## config.mk

```make
export PLATFORM = sky130hd
export DESIGN_NAME = ram_burst_controller_flat
export DESIGN_NICKNAME = d
export VERILOG_FILES = /design/src/rtl/ram_burst_controller_if.sv /design/src/rtl/ram_burst_controller.sv /design/src/flat_wrapper.sv
export SDC_FILE = /design/constraint.sdc
export NUM_CORES = 1
export LEC_CHECK = 0
export BUFFER_PORTS_ARGS = -buffer_cell sky130_fd_sc_hd__buf_2
export CAP_MARGIN = 20
export CORE_UTILIZATION = 45
export CTS_BUF_LIST = sky130_fd_sc_hd__clkbuf_4 sky130_fd_sc_hd__clkbuf_8 sky130_fd_sc_hd__clkbuf_16
export CTS_CLUSTER_DIAMETER = 80
export DETAILED_ROUTE_END_ITERATION = 12
export GPL_ROUTABILITY_DRIVEN = 0
export PLACE_DENSITY = 0.78
export SLEW_MARGIN = 5
export SYNTH_ARGS = -nofsm -noshare
export SYNTH_HDL_FRONTEND = slang
export SYNTH_SLANG_ARGS = --single-unit
```

## constraint.sdc

```tcl
create_clock -name clk -period 5.2 [get_ports clk]
set_input_delay 0.78 -clock clk [delete_from_list [all_inputs] [get_ports clk]]
set_output_delay 0.78 -clock clk [all_outputs]
set_load 0.005 [all_outputs]
```

## src/rtl/ram_burst_controller_if.sv

```systemverilog
// Burst request, write/read data streams and RAM port grouped into one bundle.
// The controller uses the slave view; the requester/RAM side uses the master view.
interface ram_burst_controller_if #(
  parameter int DATA_WIDTH = 8,
  parameter int DEPTH      = 16
);
  localparam int ADDR_WIDTH = $clog2(DEPTH);

  // Burst request
  logic                  req_valid;
  logic                  req_ready;
  logic                  req_write;
  logic [ADDR_WIDTH-1:0] req_addr;
  logic [ADDR_WIDTH-1:0] req_len;
  logic [DATA_WIDTH-1:0] req_mask;

  // Write data stream
  logic [DATA_WIDTH-1:0] wdata;
  logic                  wdata_valid;
  logic                  wdata_ready;

  // Read data stream (no backpressure)
  logic [DATA_WIDTH-1:0] rdata;
  logic                  rdata_valid;
  logic                  rdata_last;

  // Burst completion pulse
  logic                  done;

  // RAM port
  logic                  ram_enable;
  logic                  ram_we;
  logic [ADDR_WIDTH-1:0] ram_addr;
  logic [DATA_WIDTH-1:0] ram_data_in;
  logic [DATA_WIDTH-1:0] ram_write_mask;
  logic [DATA_WIDTH-1:0] ram_data_out;
  logic                  ram_busy;

  modport slave (
    input  req_valid, req_write, req_addr, req_len, req_mask,
    input  wdata, wdata_valid,
    input  ram_data_out, ram_busy,
    output req_ready, wdata_ready,
    output rdata, rdata_valid, rdata_last, done,
    output ram_enable, ram_we, ram_addr, ram_data_in, ram_write_mask
  );

  modport master (
    output req_valid, req_write, req_addr, req_len, req_mask,
    output wdata, wdata_valid,
    output ram_data_out, ram_busy,
    input  req_ready, wdata_ready,
    input  rdata, rdata_valid, rdata_last, done,
    input  ram_enable, ram_we, ram_addr, ram_data_in, ram_write_mask
  );
endinterface

```

## src/rtl/ram_burst_controller.sv

```systemverilog
// Burst controller for a single-port RAM with one-cycle read latency.
// Accepts one burst request at a time, streams write beats from wdata (with a
// per-burst bit mask) or issues consecutive reads and returns them on rdata.
// Addresses wrap from DEPTH-1 to 0 within a burst.
module ram_burst_controller #(
  parameter int DATA_WIDTH = 8,
  parameter int DEPTH      = 16
) (
  input  logic                   clk,
  input  logic                   rst,
  ram_burst_controller_if.slave  bus
);
  localparam int ADDR_WIDTH = $clog2(DEPTH);
  localparam logic [ADDR_WIDTH-1:0] LAST_ADDR = ADDR_WIDTH'(DEPTH - 1);

  typedef enum logic [1:0] {
    IDLE  = 2'd0,
    WRITE = 2'd1,
    READ  = 2'd2,
    DRAIN = 2'd3
  } state_t;

  // Burst direction is carried by the state itself (WRITE vs READ).
  state_t                state_reg;
  logic [ADDR_WIDTH-1:0] addr_reg;        // address of the next beat
  logic [ADDR_WIDTH-1:0] len_reg;         // latched burst length minus one
  logic [ADDR_WIDTH-1:0] count_reg;       // beats issued so far
  logic [DATA_WIDTH-1:0] mask_reg;        // latched write mask
  logic [ADDR_WIDTH-1:0] hold_addr_reg;   // ram_addr shown between beats
  logic                  rdata_valid_reg;
  logic                  rdata_last_reg;
  logic                  done_reg;

  logic                  write_beat;
  logic                  read_issue;
  logic                  any_beat;
  logic                  last_beat;
  logic [ADDR_WIDTH-1:0] addr_next;
  logic [DATA_WIDTH-1:0] data_in_gated;
  logic [DATA_WIDTH-1:0] mask_gated;
  logic [DATA_WIDTH-1:0] rdata_gated;

  // A write beat needs data and a free RAM; a read issues whenever the RAM is free.
  assign write_beat = (state_reg == WRITE) && bus.wdata_valid && !bus.ram_busy;
  assign read_issue = (state_reg == READ) && !bus.ram_busy;
  assign any_beat   = write_beat || read_issue;
  assign last_beat  = (count_reg == len_reg);

  // Wrap explicitly so non-power-of-two depths stay inside the array.
  assign addr_next = (addr_reg == LAST_ADDR) ? '0 : addr_reg + ADDR_WIDTH'(1);

  // Per-bit gating: RAM data/mask only carry values during a write beat, and
  // the pass-through read data is forced to zero outside rdata_valid so the
  // stream is quiet after reset and between beats.
  genvar gi;
  generate
    for (gi = 0; gi < DATA_WIDTH; gi++) begin : g_bit
      assign data_in_gated[gi] = write_beat & bus.wdata[gi];
      assign mask_gated[gi]    = write_beat & mask_reg[gi];
      assign rdata_gated[gi]   = rdata_valid_reg & bus.ram_data_out[gi];
    end
  endgenerate

  // Handshake and RAM strobes; strobes must coincide with the beat itself.
  assign bus.req_ready      = (state_reg == IDLE);
  assign bus.wdata_ready    = (state_reg == WRITE) && !bus.ram_busy;
  assign bus.ram_enable     = any_beat;
  assign bus.ram_we         = write_beat;
  assign bus.ram_addr       = any_beat ? addr_reg : hold_addr_reg;
  assign bus.ram_data_in    = data_in_gated;
  assign bus.ram_write_mask = mask_gated;

  // Read data arrives from the RAM one cycle after the issue; only the
  // qualifiers are registered, the data itself is passed straight through.
  assign bus.rdata       = rdata_gated;
  assign bus.rdata_valid = rdata_valid_reg;
  assign bus.rdata_last  = rdata_last_reg;
  assign bus.done        = done_reg;

  // Burst sequencing: latch the request, step address and beat count, and
  // raise the one-cycle read/done qualifiers for the cycle after each beat.
  always_ff @(posedge clk) begin
    if (rst) begin
      state_reg       <= IDLE;
      addr_reg        <= '0;
      len_reg         <= '0;
      count_reg       <= '0;
      mask_reg        <= '0;
      hold_addr_reg   <= '0;
      rdata_valid_reg <= 1'b0;
      rdata_last_reg  <= 1'b0;
      done_reg        <= 1'b0;
    end else begin
      rdata_valid_reg <= 1'b0;
      rdata_last_reg  <= 1'b0;
      done_reg        <= 1'b0;

      case (state_reg)
        IDLE: begin
          if (bus.req_valid) begin
            addr_reg  <= bus.req_addr;
            len_reg   <= bus.req_len;
            mask_reg  <= bus.req_mask;
            count_reg <= '0;
            state_reg <= bus.req_write ? WRITE : READ;
          end
        end

        WRITE: begin
          if (write_beat) begin
            hold_addr_reg <= addr_reg;
            addr_reg      <= addr_next;
            count_reg     <= count_reg + ADDR_WIDTH'(1);
            if (last_beat) begin
              done_reg  <= 1'b1;
              state_reg <= IDLE;
            end
          end
        end

        READ: begin
          if (read_issue) begin
            hold_addr_reg   <= addr_reg;
            addr_reg        <= addr_next;
            count_reg       <= count_reg + ADDR_WIDTH'(1);
            rdata_valid_reg <= 1'b1;
            rdata_last_reg  <= last_beat;
            if (last_beat) begin
              done_reg  <= 1'b1;
              state_reg <= DRAIN;
            end
          end
        end

        DRAIN: begin
          // Final read data is on the bus this cycle; nothing new may start.
          state_reg <= IDLE;
        end

        default: state_reg <= IDLE;
      endcase
    end
  end
endmodule

```

## src/flat_wrapper.sv

```systemverilog
// flat-port wrapper written by rule: the top's interface ports become plain ports
module ram_burst_controller_flat 
#(
  parameter int DATA_WIDTH = 8,
  parameter int DEPTH      = 16
)
  (clk, rst, bus_req_valid, bus_req_write, bus_req_addr, bus_req_len, bus_req_mask, bus_wdata, bus_wdata_valid, bus_ram_data_out, bus_ram_busy, bus_req_ready, bus_wdata_ready, bus_rdata, bus_rdata_valid, bus_rdata_last, bus_done, bus_ram_enable, bus_ram_we, bus_ram_addr, bus_ram_data_in, bus_ram_write_mask);
  ram_burst_controller_if #(.DATA_WIDTH(DATA_WIDTH), .DEPTH(DEPTH)) bus_i ();
  input  logic clk;
  input  logic rst;
  input wire logic [$bits(bus_i.req_valid)-1:0] bus_req_valid;
  input wire logic [$bits(bus_i.req_write)-1:0] bus_req_write;
  input wire logic [$bits(bus_i.req_addr)-1:0] bus_req_addr;
  input wire logic [$bits(bus_i.req_len)-1:0] bus_req_len;
  input wire logic [$bits(bus_i.req_mask)-1:0] bus_req_mask;
  input wire logic [$bits(bus_i.wdata)-1:0] bus_wdata;
  input wire logic [$bits(bus_i.wdata_valid)-1:0] bus_wdata_valid;
  input wire logic [$bits(bus_i.ram_data_out)-1:0] bus_ram_data_out;
  input wire logic [$bits(bus_i.ram_busy)-1:0] bus_ram_busy;
  output wire logic [$bits(bus_i.req_ready)-1:0] bus_req_ready;
  output wire logic [$bits(bus_i.wdata_ready)-1:0] bus_wdata_ready;
  output wire logic [$bits(bus_i.rdata)-1:0] bus_rdata;
  output wire logic [$bits(bus_i.rdata_valid)-1:0] bus_rdata_valid;
  output wire logic [$bits(bus_i.rdata_last)-1:0] bus_rdata_last;
  output wire logic [$bits(bus_i.done)-1:0] bus_done;
  output wire logic [$bits(bus_i.ram_enable)-1:0] bus_ram_enable;
  output wire logic [$bits(bus_i.ram_we)-1:0] bus_ram_we;
  output wire logic [$bits(bus_i.ram_addr)-1:0] bus_ram_addr;
  output wire logic [$bits(bus_i.ram_data_in)-1:0] bus_ram_data_in;
  output wire logic [$bits(bus_i.ram_write_mask)-1:0] bus_ram_write_mask;
  assign bus_i.req_valid = bus_req_valid;
  assign bus_i.req_write = bus_req_write;
  assign bus_i.req_addr = bus_req_addr;
  assign bus_i.req_len = bus_req_len;
  assign bus_i.req_mask = bus_req_mask;
  assign bus_i.wdata = bus_wdata;
  assign bus_i.wdata_valid = bus_wdata_valid;
  assign bus_i.ram_data_out = bus_ram_data_out;
  assign bus_i.ram_busy = bus_ram_busy;
  assign bus_req_ready = bus_i.req_ready;
  assign bus_wdata_ready = bus_i.wdata_ready;
  assign bus_rdata = bus_i.rdata;
  assign bus_rdata_valid = bus_i.rdata_valid;
  assign bus_rdata_last = bus_i.rdata_last;
  assign bus_done = bus_i.done;
  assign bus_ram_enable = bus_i.ram_enable;
  assign bus_ram_we = bus_i.ram_we;
  assign bus_ram_addr = bus_i.ram_addr;
  assign bus_ram_data_in = bus_i.ram_data_in;
  assign bus_ram_write_mask = bus_i.ram_write_mask;
  ram_burst_controller #(.DATA_WIDTH(DATA_WIDTH), .DEPTH(DEPTH)) u_core (.clk(clk), .rst(rst), .bus(bus_i));
endmodule
```

== After elaboration in Yosys (flattened, before gate mapping) ==
Cells that the tools add are included.
W data, S select, Z words.

* Bits of input ports: 38
* Register bits after elaboration: 29
* Word-level logic and storage cells: 87
* Output and inout bits: 35

* Add/sub/neg operators: 2
* Reduce and logical (&&, ||, !) cells: 15
* Equality and inequality tests: 10
* Muxes and demuxes: 25
* Bitwise logic cells: 26

{| class="wikitable"
|+ Operators with widths
! cell !! number
|-
| $mux W4 || 10
|-
| $and A1 B1 Y1 || 24
|-
| $pmux W4 S3 || 2
|-
| $mux W2 || 6
|-
| $add A4 B1 Y4 const B || 2
|-
| $ne A2 B1 Y1 const B || 4
|-
| $pmux W2 S4 || 1
|-
| $pmux W4 S2 || 1
|-
| $reduce_and A5 Y1 || 1
|-
| $eq A2 B2 Y1 const B || 2
|-
| $eq A4 B4 Y1 || 1
|-
| $eq A4 B4 Y1 const B || 1
|-
| $logic_and A1 B1 Y1 || 4
|-
| $mux W1 || 4
|-
| $reduce_and A4 Y1 || 1
|-
| $reduce_and A3 Y1 || 1
|-
| $reduce_bool A3 Y1 || 1
|-
| $reduce_or A3 Y1 || 1
|-
| $eq A2 B1 Y1 const B || 1
|-
| $logic_not A2 Y1 || 1
|-
| $ne A2 B2 Y1 const B || 1
|-
| $not A1 Y1 || 2
|-
| $pmux W1 S2 || 1
|-
| $reduce_and A2 Y1 || 1
|-
| other kinds (4) || 4
|}

== Depth between registers and ports, before layout ==
Gate-level depths: netlist of the first run.

* Depth after elaboration: 5
* Mapped depth: 8
* Depth with buffers taken out: 6

== Worst setup path after synthesis of the first run ==
Ideal clock, no wire load.

* Kind: input to output
* From: input port bus_ram_busy
* To: output port bus_ram_addr[0]
* Stages on the path: 5
* Data required time: 4420 ps
* Data arrival time: 1614 ps
* Path slack: 2806 ps
* Buffers on the path: 2
* Cell sequence: and3b_1 buf_6 nand2b_4 buf_6 mux2_4

* Longest elaborated chain between the ends: 4
* Elaborated cells between the ends (all ways): 5
* Classes of those cells: mux (1); reduce/logical (4)

{| class="wikitable"
|+ Ends and longest elaborated chain
! what !! line !! source
|-
| start, declared || flat_wrapper.sv:19 || <nowiki>input wire logic [$bits(bus_i.ram_busy)-1:0] bus_ram_busy;</nowiki>
|-
| $logic_not A1 Y1 (*) || ram_burst_controller.sv:44, ram_burst_controller.sv:45 ||
|-
| $logic_and A1 B1 Y1 (on tied branches) || ram_burst_controller.sv:44, ram_burst_controller.sv:45 ||
|-
| $logic_or A1 B1 Y1 (*) || ram_burst_controller.sv:46 || <nowiki>assign any_beat = write_beat || read_issue;</nowiki>
|-
| via bus_ram_enable || flat_wrapper.sv:26 || <nowiki>output wire logic [$bits(bus_i.ram_enable)-1:0] bus_ram_enable;</nowiki>
|-
| $mux W4 (*) || ram_burst_controller.sv:69 || <nowiki>assign bus.ram_addr = any_beat ? addr_reg : hold_addr_reg;</nowiki>
|-
| end, declared || flat_wrapper.sv:28 || <nowiki>output wire logic [$bits(bus_i.ram_addr)-1:0] bus_ram_addr;</nowiki>
|}

The timed path passes the listed nets; every way through them passes the cells marked *.

== Final worst setup path of the first run ==
* From: register u_core.state_reg[1]
* To: output port bus_ram_addr[0]

* Longest elaborated chain between the ends: 5
* Elaborated cells between the ends (all ways): 7
* Classes of those cells: eq/ne (2); mux (1); reduce/logical (4)

{| class="wikitable"
|+ Ends and longest elaborated chain
! what !! line !! source
|-
| start, declared || ram_burst_controller.sv:24 || <nowiki>state_t state_reg;</nowiki>
|-
| start signal, assigned || ram_burst_controller.sv:105 || <nowiki>state_reg <= bus.req_write ? WRITE : READ;</nowiki>
|-
| $eq A2 B1 Y1 || ram_burst_controller.sv:44 || <nowiki>assign write_beat = (state_reg == WRITE) && bus.wdata_valid && !bus.ram_busy;</nowiki>
|-
| $logic_and A1 B1 Y1 (2 in a row) || ram_burst_controller.sv:44 ||
|-
| $logic_or A1 B1 Y1 (*) || ram_burst_controller.sv:46 ||
|-
| $mux W4 (*) || ram_burst_controller.sv:69 ||
|}

Mark *: on every way between the ends. The rest lies on a longest branch, timed or not.

==> results of run 1 <==
[routing by layer]
metal	track usage	vias to the layer above	part of all wire
met4	0.107	0	0.020
li1	-	771	-
met5	0	-	0
met3	0.0462	8	0.066
met2	0.325	55	0.47
met1	0.218	679	0.44
[how the worst max path moves through the flow]
stage	start	end	slack, ns
after detailed placement	bus_ram_busy	bus_ram_addr[0]	2.27
after global routing	u_core.state_reg[1]	bus_ram_addr[0]	2.05
after CTS	u_core.state_reg[1]	bus_ram_addr[0]	2.19
after floorplan	bus_ram_busy	bus_ram_addr[0]	2.81
final	u_core.state_reg[1]	bus_ram_addr[0]	2.24
after global placement	bus_ram_busy	bus_ram_addr[0]	2.29
[cell type report]
| class | instances | area (um2) | area share |
|---|---|---|---|
| Clock buffer | 6 | 45.0 | 0.0226 |
| Inverter | 5 | 18.8 | 0.00943 |
| Multi-Input combinational cell | 142 | 918 | 0.461 |
| Sequential cell | 29 | 581 | 0.292 |
| Clock inverter | 2 | 10.0 | 0.00503 |
| Timing Repair Buffer | 72 | 360 | 0.181 |
| Tap cell | 46 | 57.6 | 0.0289 |
[synth_stat cells, types with 4 or more instances]
| master | number |
|---|---|
| nand2_1 | 28 |
| xnor2_1 | 4 |
| inv_1 | 5 |
| a21oi_1 | 18 |
| dfxtp_1 | 29 |
| mux2_4 | 4 |
| and2_1 | 27 |
| mux2i_1 | 6 |
| clkbuf_1 | 6 |
| nor2_1 | 12 |
| ha_1 | 5 |
[critical path: cells and delay by family, from the launching register on]
kind                     cells  cell delay, ns
AND/OR/NAND/NOR              2            0.76
flip-flops                   1            0.33
multiplexers                 1            0.31
adder cells (fa/ha/maj)      1            0.24
buffers and inverters        2            0.20
[where the power goes]
group | switching (W) | leakage [nW] | internal, W
Sequential | 0.0000361 | 0.237 | 0.000264
Clock | 0.0000808 | 0.0354 | 0.0000566
Combinational | 0.000181 | 0.687 | 0.000148
[cell families (layout without fill, tap and decap cells)]
group | after synthesis | count (layout) | synth area share
AO/OA/AOI/OAI | 39 | 39 | 0.163
XOR/XNOR | 4 | 4 | 0.0223
adder cells (fa/ha/maj) | 5 | 5 | 0.0399
buffers and inverters | 14 | 85 | 0.0439
flip-flops | 29 | 29 | 0.370
multiplexers | 12 | 12 | 0.0910
AND/OR/NAND/NOR | 82 | 82 | 0.270
[through the flow]
| step | utilization | cell area (um2) |
|---|---|---|
| after global routing | 0.597 | 1990 |
| after detailed placement | 0.580 | 1940 |
| final | 0.597 | 1990 |
| after CTS | 0.597 | 1990 |
| after floorplan | - | 1570 |
| after global placement | 0.580 | 1940 |
==> flow_summary.json, run 1 <==
{
  "status": "finished clean",
  "fin_skew_ns": 0.00315,
  "port_buffers": 72,
  "period_share": 0.570,
  "cts-resized-gates": 0,
  "route.detailed.drc": 0,
  "synth_top_cell_area_share": 0.370,
  "slew_headroom": 0.638,
  "grt_max_degree": 32,
  "final-setup-viol-count": 0,
  "fmax_mhz": 338,
  "holdPathEnd": "u_core.mask_reg[2]",
  "nets": 298,
  "dp.cells": 294,
  "path_class": "reg2out",
  "ys_async_sr_fraction": 0,
  "wl_per_cell_um": 11.3,
  "synth-seq-cells": 29,
  "cp.arrival_ns": 2.18,
  "synthFlopType": "dfxtp_1",
  "cp-end-kind": "output port",
  "setup_slack_ns": 2.24,
  "insertion_delay_ns": 0.33,
  "cp_cell_sequence": "inv_1, ha_1, and3b_1, nand2b_4, mux2_4, buf_2",
  "synth_warnings": 0,
  "layout_commonest_cell": "buf_2",
  "worst_pin_slew_ns": 0.543,
  "worstReg2RegStart": "u_core.state_reg[0]",
  "vias": 1513,
  "fill_cells": 314,
  "drv_slew": 0,
  "cts_root_buf": "clkbuf_4",
  "routed_via_density": 5.01,
  "drive_above_1_share": 0.340,
  "start_util": 0.470,
  "finalCriticalPeriod_ns": 2.96,
  "area_delta_synth_final_pct": 27.0,
  "synth_edf_count": 0,
  "cts_buffers": 5,
  "rsz0062_at_grt": "no",
  "syn_area_um2": 1570,
  "postRouteAntennaNets": 0,
  "cts_hold_buf": 0,
  "r2r_slack_ns": 3.33,
  "clkSlewWorstSetupHoldPaths_ns": 0.09,
  "gr-total-overflow": 0,
  "grt_usage": 0.190,
  "die_w_um": 61.0,
  "crit_fanout": 18,
  "cts_tree": "built",
  "r2r-end": "u_core.count_reg[0]",
  "dieArea_um2": 3720,
  "drt_first_pass_iters": 6,
  "grt_pass1_vias": 1211,
  "hold_depth": 2,
  "hold-worst-slack_ns": 0.452,
  "die_y_um": 61.0,
  "largest_reg_flops": 8,
  "worstSetupStartpointType": "flip-flop",
  "power.density_nw_per_um2": 385,
  "postSynthAreaPerCell_um2": 8.47,
  "core-area_um2": 3340,
  "reg2regPathDepth": 6,
  "post_cts_buffers": 0,
  "peakVddDrop_mv": 0.199,
  "syn_inst": 185,
  "cp.required_ns": 4.42,
  "place_hpwl_um": 2530,
  "hold_viol_final": 0,
  "maxCapViolCount": 0,
  "h-tree-depth": 2,
  "final_cells": 302,
  "synth.area.top_cells": "dfxtp_1 (37%), and2_1 (11%), nand2_1 (6.7%)",
  "grt_pass1_wl_um": 5090,
  "io_pins": 73,
  "synth_cell_type_count": 38,
  "total_power_w": 0.000766,
  "preCtsSetupSlack_ns": 2.27,
  "diodes": 0,
  "tns_ns": 0,
  "yosysSeqAreaShare": 0.370,
  "slowest_stage": "and3b_1",
  "holdCritStartpoint": "u_core.mask_reg[2]",
  "rows": 21,
  "cts.path.max_buffers": 2,
  "layout_common_cells": "buf_2 (72), dfxtp_1 (29), nand2_1 (28), and2_1 (27), a21oi_1 (18)",
  "crit_path_max_incr_delay_ns": 0.48,
  "cts_sinks": 29,
  "drt_iter0_drc": 47,
  "yosysTopAreaCell": "dfxtp_1",
  "hold_path.class": "reg2reg",
  "wl_um": 3420,
  "synth_nets": 228,
  "antenna_found_initial": 0,
  "p_leak_nw": 0.960
}
Power figures use the tool's default switching activity.
==> inputs of run 2 (changes only) <==
--- a/config.mk
+++ b/config.mk
@@ -7,12 +7,12 @@
 export LEC_CHECK = 0
 export BUFFER_PORTS_ARGS = -buffer_cell sky130_fd_sc_hd__buf_2
 export CAP_MARGIN = 20
-export CORE_UTILIZATION = 45
+export CORE_UTILIZATION = 42
 export CTS_BUF_LIST = sky130_fd_sc_hd__clkbuf_4 sky130_fd_sc_hd__clkbuf_8 sky130_fd_sc_hd__clkbuf_16
 export CTS_CLUSTER_DIAMETER = 80
 export DETAILED_ROUTE_END_ITERATION = 12
 export GPL_ROUTABILITY_DRIVEN = 0
-export PLACE_DENSITY = 0.78
+export PLACE_DENSITY = 0.76
 export SLEW_MARGIN = 5
 export SYNTH_ARGS = -nofsm -noshare
 export SYNTH_HDL_FRONTEND = slang
==> constraint.sdc (replaced) <==
create_clock -name clk -period 2.5 [get_ports clk]
set_input_delay 0.375 -clock clk [delete_from_list [all_inputs] [get_ports clk]]
set_output_delay 0.375 -clock clk [all_outputs]
set_load 0.005 [all_outputs]
==> flow_summary.json, run 2 (same netlist as run 1, synthesis figures left out) <==
{
  "fin_skew_ns": 0.00436,
  "globalRouteMet3Util": 0.0598,
  "largest_reg_flops": 8,
  "hold_path.class": "in2reg",
  "start_util": 0.455,
  "grt_usage": 0.186,
  "final-setup-viol-count": 0,
  "fill_cells": 304,
  "use_met1": 0.197,
  "cts_root_buf": "clkbuf_8",
  "core-area_um2": 3440,
  "cp.required_ns": 2.12,
  "top_usage_layer": "met2",
  "port_buffers": 72,
  "vias": 1495,
  "grt_pass1_wl_um": 5740,
  "grt_pass1_vias": 1340,
  "path_class": "reg2out",
  "period_share": 0.947,
  "dieArea_um2": 3980,
  "worstSetupStartpointType": "flip-flop",
  "gr-total-overflow": 0,
  "cts-resized-gates": 1,
  "slowest_stage": "and3b_2",
  "drv_slew": 0,
  "nets": 298,
  "die_y_um": 63.1,
  "p_leak_nw": 0.978,
  "status": "finished clean",
  "cts_buffers": 5,
  "wl_per_cell_um": 11.9,
  "crit_path_start": "u_core.state_reg[1]",
  "area_delta_synth_final_pct": 30.0,
  "worstReg2RegStart": "u_core.state_reg[0]",
  "rsz0062_at_grt": "no",
  "clkSlewWorstSetupHoldPaths_ns": 0.06,
  "tns_ns": 0,
  "multi_input_area_um2": 920,
  "worst_pin_slew_ns": 0.546,
  "die_w_um": 63.1,
  "cts.path.max_buffers": 2,
  "cp-end-kind": "output port",
  "hold-worst-slack_ns": 0.329,
  "cp_cell_sequence": "inv_1, ha_1, and3b_2, nand2b_4, mux2_4, buf_2",
  "cts_sinks": 29,
  "holdCritStartpoint": "bus_req_len[2]",
  "postRouteAntennaNets": 0,
  "final_cells": 302,
  "crit_fanout": 18,
  "power.density_nw_per_um2": 854,
  "cts_tree": "built",
  "h-tree-depth": 2,
  "cp.arrival_ns": 1.99,
  "cts_hold_buf": 0,
  "io_pins": 73,
  "drt_iter0_drc": 52,
  "crit_path_max_incr_delay_ns": 0.38,
  "use_met2": 0.323,
  "route.detailed.drc": 0,
  "antenna_found_initial": 0,
  "diodes": 0,
  "regArea_um2": 581,
  "routed_via_density": 4.95,
  "drive_above_1_share": 0.344,
  "dp.cells": 294,
  "hold_viol_final": 0,
  "finalCriticalPeriod_ns": 2.37,
  "drt_first_pass_iters": 5,
  "layout_common_cells": "buf_2 (72), dfxtp_1 (29), nand2_1 (28), and2_1 (27), a21oi_1 (18)",
  "wl_um": 3600,
  "crit_buf_inv": 2,
  "place_hpwl_um": 2580,
  "rows": 21,
  "grt_max_degree": 32,
  "peakVddDrop_mv": 0.506,
  "crit_family": "simple AND/OR/NAND/NOR gates",
  "maxCapViolCount": 0,
  "layout_commonest_cell": "buf_2",
  "post_cts_buffers": 0,
  "slew_headroom": 0.636,
  "insertion_delay_ns": 0.28,
  "fmax_mhz": 422
}
## run 2: path summary, 6_finish.rpt
check	to	slack, ns	depth (start not counted)
setup / recovery	bus_ram_addr[3]	0.13	6
hold / removal	u_core.len_reg[2]	0.33	3
setup reg to reg	u_core.addr_reg[1]	0.61	6
hold reg to reg	u_core.mask_reg[5]	0.45	2
## run 2: where the power goes
group	switching, W	internal (W)
clock	0.000178	0.000248
sequential	0.0000757	0.000549
combinational	0.000381	0.000308
## run 2: through the flow
step	setup slack, ns	area [um2]	total power [W]	utilization
after floorplan	0.684	1570	0.00114	-
after global placement	0.324	1940	0.00131	0.562
after detailed placement	0.280	1940	0.00131	0.562
after CTS	0.120	2040	0.00175	0.592
after global routing	0.00159	2040	0.00185	0.592
final	0.132	2040	0.00174	0.592
## run 2: worst min-delay path: stages
cell and delay [ns]:
buf_2 0.09, nand2_1 0.04, a21oi_1 0.05
## run 2: area by class of cell
type | count | area share
clock inverters | 1 | 0.00246
multi-input cells | 142 | 0.451
well taps | 46 | 0.0282
clock buffers | 7 | 0.0473
flip-flops and latches | 29 | 0.285
repair buffers | 72 | 0.177
inverters | 5 | 0.00921
## run 2: per-layer routing
layer	vias up	wire (um)	share of wire
li1	773	-	-
met1	665	1540	0.43
met2	53	1740	0.48
met3	4	274	0.076
met4	0	44	0.012
met5	-	0	0
==> inputs of run 3 (changes only) <==
--- a/config.mk
+++ b/config.mk
@@ -5,14 +5,13 @@
 export SDC_FILE = /design/constraint.sdc
 export NUM_CORES = 1
 export LEC_CHECK = 0
-export BUFFER_PORTS_ARGS = -buffer_cell sky130_fd_sc_hd__buf_2
 export CAP_MARGIN = 20
-export CORE_UTILIZATION = 42
+export CORE_UTILIZATION = 45
 export CTS_BUF_LIST = sky130_fd_sc_hd__clkbuf_4 sky130_fd_sc_hd__clkbuf_8 sky130_fd_sc_hd__clkbuf_16
 export CTS_CLUSTER_DIAMETER = 80
 export DETAILED_ROUTE_END_ITERATION = 12
+export DONT_BUFFER_PORTS = 1
 export GPL_ROUTABILITY_DRIVEN = 0
-export PLACE_DENSITY = 0.76
 export SLEW_MARGIN = 5
 export SYNTH_ARGS = -nofsm -noshare
 export SYNTH_HDL_FRONTEND = slang
==> flow_summary.json, run 3 (same netlist as run 1, synthesis figures left out) <==
{
  "cts_root_buf": "clkbuf_4",
  "power.density_nw_per_um2": 944,
  "preCtsSetupSlack_ns": 0.386,
  "tns_ns": 0,
  "dp.cells": 222,
  "grt_pass1_wl_um": 4520,
  "die_w_um": 61.0,
  "place_hpwl_um": 2340,
  "finalCriticalPeriod_ns": 2.28,
  "place_area_um2": 1580,
  "drive_above_1_share": 0.0870,
  "port_buffers": 0,
  "grt_usage": 0.169,
  "nets": 226,
  "crit_fanout": 18,
  "drv_slew": 0,
  "route.detailed.drc": 0,
  "worstSetupStartpointType": "flip-flop",
  "h-tree-depth": 2,
  "start_util": 0.470,
  "hold_depth": 1,
  "dieArea_um2": 3720,
  "hold_viol_final": 0,
  "holdCritStartpoint": "rst",
  "die_y_um": 61.0,
  "crit_path_max_incr_delay_ns": 0.37,
  "postRouteAntennaNets": 0,
  "worst_pin_slew_ns": 0.466,
  "rsz0062_at_grt": "no",
  "maxCapViolCount": 0,
  "grt_max_degree": 32,
  "cts_tree": "built",
  "wl_per_cell_um": 13.6,
  "peakVddDrop_mv": 0.471,
  "grt_pass1_vias": 1064,
  "vias": 1241,
  "hold_path.class": "in2reg",
  "clkSlewWorstSetupHoldPaths_ns": 0.10,
  "cp.required_ns": 2.12,
  "cts_buffers": 5,
  "reg2regPathDepth": 6,
  "final_cells": 230,
  "layout_commonest_cell": "dfxtp_1",
  "core-area_um2": 3340,
  "holdPathEnd": "u_core.state_reg[0]",
  "status": "finished clean",
  "layout_common_cells": "dfxtp_1 (29), nand2_1 (28), and2_1 (27), a21oi_1 (18), nor2_1 (12)",
  "final_area_um2": 1650,
  "routed_via_density": 5.40,
  "wl_um": 3120,
  "p_leak_nw": 0.628,
  "fmax_mhz": 438,
  "cts_sinks": 29,
  "insertion_delay_ns": 0.33,
  "io_pins": 73,
  "drt_first_pass_iters": 4,
  "cts.path.max_buffers": 2,
  "total_power_w": 0.00155,
  "diodes": 0,
  "setup_slack_ns": 0.217,
  "drt_iter0_drc": 43,
  "area_delta_synth_final_pct": 5.03,
  "worstReg2RegStart": "u_core.state_reg[0]",
  "cp.arrival_ns": 1.91,
  "final-setup-viol-count": 0,
  "crit_path_start": "u_core.state_reg[1]",
  "gr-total-overflow": 0,
  "r2r_slack_ns": 0.62,
  "rows": 21,
  "slew_headroom": 0.688,
  "largest_reg_flops": 8,
  "r2r-end": "u_core.count_reg[0]",
  "slowest_stage": "and3b_2",
  "post_cts_buffers": 0,
  "cp-end-kind": "output port",
  "path_class": "reg2out",
  "period_share": 0.913,
  "fin_skew_ns": 0.0135,
  "antenna_found_initial": 0,
  "fill_cells": 361,
  "cp_cell_sequence": "inv_1, ha_1, and3b_2, nand2b_4, mux2_4"
}
[run 3: changes by cell type in the layout (fill, tap and decap cells not counted), sizes merged]
cell  delta
buf     -72
[run 3: final cells by class]
type	instances	area, um2	area share
Clock buffer	7	65.1	0.0395
Multi-Input combinational cell	142	920	0.559
Tap cell	46	57.6	0.0350
Inverter	5	18.8	0.0114
Sequential cell	29	581	0.353
Clock inverter	1	5.00	0.00304
[run 3: critical path: cells and delay by family, from the launching register on]
kind | cells | cell delay [ns]
and+or+nand+nor | 2 | 0.61
DFF | 1 | 0.34
muxes | 1 | 0.32
adders and majority gates | 1 | 0.24
buffers and inverters | 1 | 0.08
[run 3: power by group]
part / leakage [nW] / total, W / switching, W / internal, W
clock network: 0.0413 / 0.000325 / 0.000162 / 0.000163
logic: 0.350 / 0.000605 / 0.000347 / 0.000259
registers: 0.237 / 0.000624 / 0.0000759 / 0.000548
[run 3: worst max path at each step]
stage	end	slack, ns
final	bus_ram_addr[0]	0.22
after global routing	bus_ram_addr[0]	0.07
after global placement	bus_ram_addr[0]	0.46
after CTS	bus_ram_addr[0]	0.01
after floorplan	bus_ram_addr[0]	0.68
after detailed placement	bus_ram_addr[0]	0.39
[run 3: per-stage QoR]
step                       util  hold WS (ns)
after global placement    0.472         0.432
final                     0.493         0.101
after CTS                 0.493        0.0894
after global routing      0.493        0.0853
after detailed placement  0.472         0.439
after floorplan               -         0.432
[run 3: layer usage]
metal	part of all wire	global-route usage	up-vias
met2	0.47	0.264	50
met4	0.021	0.0877	0
met5	0	0	-
met1	0.44	0.199	555
li1	-	-	627
met3	0.070	0.0714	9
[run 3: what timing repair did]
| action | in CTS | in global routing |
|---|---|---|
| gates resized for setup | 0 | 1 |
| hold buffers | 0 | 0 |
| setup endpoints to repair | 0 | 4 |
| endpoints found under the hold margin | 0 | 0 |
